==> config.mk <==
export PLATFORM = sky130hd
export DESIGN_NAME = alu_req_arbiter
export DESIGN_NICKNAME = d
export VERILOG_FILES = /design/src/rtl/alu_ctrl_pkg.sv /design/src/rtl/rr_arb2.sv /design/src/rtl/alu_req_arbiter.sv
export SDC_FILE = /design/constraint.sdc
export NUM_CORES = 1
export LEC_CHECK = 0
export ABC_AREA = 1
export BUFFER_PORTS_ARGS = -buffer_cell sky130_fd_sc_hd__buf_4
export CORE_MARGIN = 10
export CORE_UTILIZATION = 48
export DETAILED_ROUTE_END_ITERATION = 16
export PLACE_DENSITY = 0.84
export RECOVER_POWER = 25
export SLEW_MARGIN = 20
export SYNTH_ARGS = -nofsm -noshare
export SYNTH_HDL_FRONTEND = slang
export SYNTH_SLANG_ARGS = --single-unit
==> constraint.sdc <==
create_clock -name clk -period 2.3 [get_ports clk]
set_clock_uncertainty 0.1 [all_clocks]
set_input_delay 0 -clock clk [delete_from_list [all_inputs] [get_ports clk]]
set_output_delay 0 -clock clk [all_outputs]
set_load 0.005 [all_outputs]
==> src/rtl/alu_ctrl_pkg.sv <==
// Shared definitions for the ALU request arbiter slice: FSM state type,
// ALU function codes, default widths and a small one-hot helper.
package alu_ctrl_pkg;

    localparam int unsigned DATA_W_DEF = 8;
    localparam int unsigned FN_W_DEF   = 4;

    typedef enum logic [2:0] {
        IDLE,
        SETUP,
        STROBE,
        CAPTURE,
        RESP
    } state_e;

    localparam logic [3:0] ALU_ADD = 4'd0;
    localparam logic [3:0] ALU_SUB = 4'd1;
    localparam logic [3:0] ALU_AND = 4'd2;
    localparam logic [3:0] ALU_OR  = 4'd3;
    localparam logic [3:0] ALU_SHL = 4'd4;
    localparam logic [3:0] ALU_SHR = 4'd5;
    localparam logic [3:0] ALU_DEC = 4'd6;
    localparam logic [3:0] ALU_INC = 4'd7;

    function automatic logic [1:0] onehot2(input logic idx);
        return idx ? 2'b10 : 2'b01;
    endfunction

endpackage

==> src/rtl/rr_arb2.sv <==
// Two-way round-robin picker (combinational).
//   req     in  2  request lines
//   last    in  1  index of the previous winner
//   gnt     out 2  one-hot grant, 2'b00 when nothing requests
//   gnt_idx out 1  index of the granted port (0 when nothing requests)
module rr_arb2
    import alu_ctrl_pkg::*;
(
    input  logic [1:0] req,
    input  logic       last,
    output logic [1:0] gnt,
    output logic       gnt_idx
);

    always_comb begin
        gnt_idx = 1'b0;
        gnt     = '0;
        unique case (req)
            2'b01:   gnt_idx = 1'b0;
            2'b10:   gnt_idx = 1'b1;
            // Tie: the port that did not win last time goes first.
            2'b11:   gnt_idx = ~last;
            default: gnt_idx = 1'b0;
        endcase
        if (req != 2'b00) begin
            gnt = onehot2(gnt_idx);
        end
    end

endmodule

==> src/rtl/alu_req_arbiter.sv <==
// Shares one external ALU between two requesters.
// Requests arrive on per-port valid/ready channels and are picked
// round-robin. The accepted operands are registered toward the ALU, its
// edge-triggered enable is pulsed for one cycle, the result is captured and
// returned on a one-hot response channel that waits for the owner's ready.
//   clk, rst_n              clock, asynchronous active-low reset
//   req_valid/req_ready     per-port request handshake
//   req_fn/req_a/req_b/req_cmp  per-port packed request fields
//   rsp_valid/rsp_data/rsp_ready  one-hot response to the owning port
//   busy                    high whenever an operation is in flight
//   alu_enable/alu_fn_sel/alu_a/alu_b/alu_cmpflag  registered ALU drive
//   alu_out                 ALU result, valid after the enable rising edge
module alu_req_arbiter
    import alu_ctrl_pkg::*;
#(
    parameter int unsigned DATA_W = DATA_W_DEF,
    parameter int unsigned FN_W   = FN_W_DEF
) (
    input  logic                clk,
    input  logic                rst_n,
    input  logic [1:0]          req_valid,
    output logic [1:0]          req_ready,
    input  logic [2*FN_W-1:0]   req_fn,
    input  logic [2*DATA_W-1:0] req_a,
    input  logic [2*DATA_W-1:0] req_b,
    input  logic [1:0]          req_cmp,
    output logic [1:0]          rsp_valid,
    output logic [DATA_W-1:0]   rsp_data,
    input  logic [1:0]          rsp_ready,
    output logic                busy,
    output logic                alu_enable,
    output logic [FN_W-1:0]     alu_fn_sel,
    output logic [DATA_W-1:0]   alu_a,
    output logic [DATA_W-1:0]   alu_b,
    output logic                alu_cmpflag,
    input  logic [DATA_W-1:0]   alu_out
);

    state_e              state_q, state_d;
    logic                last_q, last_d;
    logic                owner_q, owner_d;
    logic                alu_enable_q, alu_enable_d;
    logic [FN_W-1:0]     fn_q, fn_d;
    logic [DATA_W-1:0]   a_q, a_d;
    logic [DATA_W-1:0]   b_q, b_d;
    logic                cmp_q, cmp_d;
    logic [1:0]          rsp_valid_q, rsp_valid_d;
    logic [DATA_W-1:0]   rsp_data_q, rsp_data_d;

    logic [1:0]          gnt;
    logic                gnt_idx;

    rr_arb2 u_rr_arb2 (
        .req     (req_valid),
        .last    (last_q),
        .gnt     (gnt),
        .gnt_idx (gnt_idx)
    );

    always_comb begin
        state_d      = state_q;
        last_d       = last_q;
        owner_d      = owner_q;
        alu_enable_d = 1'b0;
        fn_d         = fn_q;
        a_d          = a_q;
        b_d          = b_q;
        cmp_d        = cmp_q;
        rsp_valid_d  = rsp_valid_q;
        rsp_data_d   = rsp_data_q;
        req_ready    = '0;

        unique case (state_q)
            IDLE: begin
                req_ready = gnt;
                if ((req_valid & gnt) != 2'b00) begin
                    fn_d    = gnt_idx ? req_fn[2*FN_W-1:FN_W]     : req_fn[FN_W-1:0];
                    a_d     = gnt_idx ? req_a[2*DATA_W-1:DATA_W]  : req_a[DATA_W-1:0];
                    b_d     = gnt_idx ? req_b[2*DATA_W-1:DATA_W]  : req_b[DATA_W-1:0];
                    cmp_d   = req_cmp[gnt_idx];
                    owner_d = gnt_idx;
                    last_d  = gnt_idx;
                    state_d = SETUP;
                end
            end
            SETUP: begin
                // Enable is registered, so it is requested one state early
                // and is high exactly while the FSM sits in STROBE.
                alu_enable_d = 1'b1;
                state_d      = STROBE;
            end
            STROBE: begin
                state_d = CAPTURE;
            end
            CAPTURE: begin
                rsp_data_d  = alu_out;
                rsp_valid_d = onehot2(owner_q);
                state_d     = RESP;
            end
            RESP: begin
                if (rsp_ready[owner_q]) begin
                    rsp_valid_d = '0;
                    state_d     = IDLE;
                end
            end
            default: begin
                state_d = IDLE;
            end
        endcase
    end

    always_ff @(posedge clk or negedge rst_n) begin
        if (!rst_n) begin
            state_q      <= IDLE;
            last_q       <= 1'b1;
            owner_q      <= 1'b0;
            alu_enable_q <= 1'b0;
            fn_q         <= '0;
            a_q          <= '0;
            b_q          <= '0;
            cmp_q        <= 1'b0;
            rsp_valid_q  <= '0;
            rsp_data_q   <= '0;
        end else begin
            state_q      <= state_d;
            last_q       <= last_d;
            owner_q      <= owner_d;
            alu_enable_q <= alu_enable_d;
            fn_q         <= fn_d;
            a_q          <= a_d;
            b_q          <= b_d;
            cmp_q        <= cmp_d;
            rsp_valid_q  <= rsp_valid_d;
            rsp_data_q   <= rsp_data_d;
        end
    end

    assign busy        = (state_q != IDLE);
    assign alu_enable  = alu_enable_q;
    assign alu_fn_sel  = fn_q;
    assign alu_a       = a_q;
    assign alu_b       = b_q;
    assign alu_cmpflag = cmp_q;
    assign rsp_valid   = rsp_valid_q;
    assign rsp_data    = rsp_data_q;

endmodule

==> metrics.txt <==
hold path cells=6; sequential fraction of the synthesis area=52.5%; Worst Hold End=rsp_valid[0]; Max Cap Viol=0; Fin Hold WS=0.0482 ns; WS Path Type=reg2reg; drt initial violations=247; Post-DRT Antenna Nets=0; WL final=8070 um; RSZ-0062 raised after global routing=no; vias per inst=5.34; Synthesized Nets=295; final setup violation count=0; core area=3440 sq um; Layout area overhead=74.0%; PD cells=1060 nW/um^2; H-tree depth=2; Core Util, Final=89.3%; Post-Synth Simple-Gate Area=40.4%; Worst Path Arrival=2.28 ns; DR WL/cell=18.8 um; Clock Sinks=37; hold_sp=rsp_ready[1]; gr ovfl total=0; fraction of layout cells with a size suffix above 1=28.5%; Die H=80.7 um; die width=80.7 um; Synth cell types=16; FF+latch count, synth=37; mux cell area share after synthesis=0%; post-synthesis area per instance=7.39 sq um; cell row count=21; initial antenna violation count=1; Num CTS Buffers=5; total routing usage reported by global routing=23.2%; setup bufs post-CTS=0; Pwr Total=3260 uW; detailed-router iteration count before antenna repair=5; maximum number of pins on one net before global-route repair=38; Ys Warns=0; area of the multi-input gates=733 sq um; worst hold path class=in2reg; die area=6510 sq um; period utilisation layout=93.9%; Final #Nets=437; initial core utilization=51.3%; I/O pins=91; final hold violation count=0; peak supply drop=0.654 mV; status=finished, final reports clean; Final Max Slew Viols=0; placed instance count=367; Mapped Area=1770 sq um; FF+latch area=927 sq um; max_slew headroom=38.5%; Critical Path Fanout Max=13; Worst-path clk slew=0.08 ns; WP data required=2.42 ns; Mapped Cells=239; crit start category=flop; worst r2r src=last_q; most frequent cells in the layout=144 x nand2_1, 93 x buf_4, 53 x dlygate4sd3_1; drt drc=0; Compound-Gate Fraction of Synth Area=0.992%; Fin Setup TNS=0 ns; Non-Filler Instances=429; XOR/XNOR Fraction of Synth Area=0%; CTS tree=done; P_leak=0.00173 uW; Detail Placement HPWL=4000 um; Root Driver=clkbuf_8; number of global-route vias before repair=2437; Tmin final=2.16 ns; routed via count=2292; Clock Latency Late Sink=0.28 ns; first-pass GRT wire length=11800 um; worst-margin pin slew=0.922 ns; gpl congestion=0.790; endpoint type of the worst setup path=flop; port buffer count=90; Crit Reg-Reg Endpoint=alu_a[7]; Clock Tree Buf Depth=2; most common cell after layout, fill and taps aside=nand2_1; fmax=0.463 GHz; # fillers=158; slack of the worst reg-to-reg path=0.14 ns; adder-cell area share of the yosys netlist=0%; largest family of logic cells by synthesized area=simple AND/OR/NAND/NOR gates; R2R depth=8
-- through the flow --
step	worst slack [ns]	area (sq um)
global route	0.0267	3070
finish	0.139	3070
CTS	0.193	3070
floorplan	1.06	1770
global placement	0.788	2450
detailed placement	0.750	2450
-- worst max path at each step --
stage	startpoint	to	slack, ns
floorplan	last_q	alu_a[2]	1.06
global placement	state_q[1]	alu_a[4]	0.79
detailed placement	last_q	alu_a[4]	0.75
CTS	last_q	alu_a[4]	0.19
global route	last_q	alu_b[7]	0.03
finish	last_q	alu_a[7]	0.14
-- power breakdown --
part | total [uW] | internal, uW | switching (uW)
clock network | 454 | 209 | 245
registers | 1170 | 965 | 208
logic | 1630 | 760 | 869
total | 3260 | 1930 | 1320
-- cells in the mapped netlist, drive strengths merged --
cell	count	share of area [%]
a211oi	1	0.43
nand2	146	31
clkbuf	2	0.43
nand3	24	6.8
inv	9	1.9
dfstp	1	1.5
nor2	8	2.4
buf	10	3.8
o21ai	2	0.57
dfrtp	36	51
-- metal layers --
metal | GRT usage (%) | vias up | share of wire (%)
met2 | 39.9 | 167 | 50
li1 | - | 1018 | -
met5 | 0 | - | 0
met3 | 6.35 | 58 | 9.3
met1 | 23.5 | 1049 | 33
met4 | 17.6 | 0 | 8.0
-- layout make-up --
cell class / count / area share, %
Clock buffer: 5 / 2.24
Clock inverter: 3 / 0.570
Timing Repair Buffer: 147 / 40.1
Multi-Input combinational cell: 181 / 23.9
Sequential cell: 37 / 30.2
Antenna cell: 1 / 0.0814
Inverter: 9 / 1.10
Tap cell: 46 / 1.87
-- sequential cells by signal (all words and copies together) (netlist names), 2 cells and up --
register	flops
alu_a	8
state_q	3
alu_fn_sel	4
rsp_valid	2
alu_b	8
rsp_data	8
-- cells by family after synthesis --
group	Yosys count
AOI/OAI and AO/OA	3
buffers and inverters	21
DFF	37
and+or+nand+nor	178
-- critical path, stage by stage (launching register included) --
cell and delay, ns:
dfstp_2 0.54, nand2_1 0.12, nand2_2 0.24, buf_4 0.24
nand2_1 0.08, nand2_1 0.07, dlygate4sd3_1 0.58, nand2_1 0.06
nand2_1 0.07
-- what timing repair did --
action                                  in CTS  in global routing
hold buffers                                53                  0
endpoints found under the setup margin       0                  5
endpoints found under the hold margin       67                  0
resized for setup                            0                  1
No activity file was read; power rests on OpenSTA's default activity.
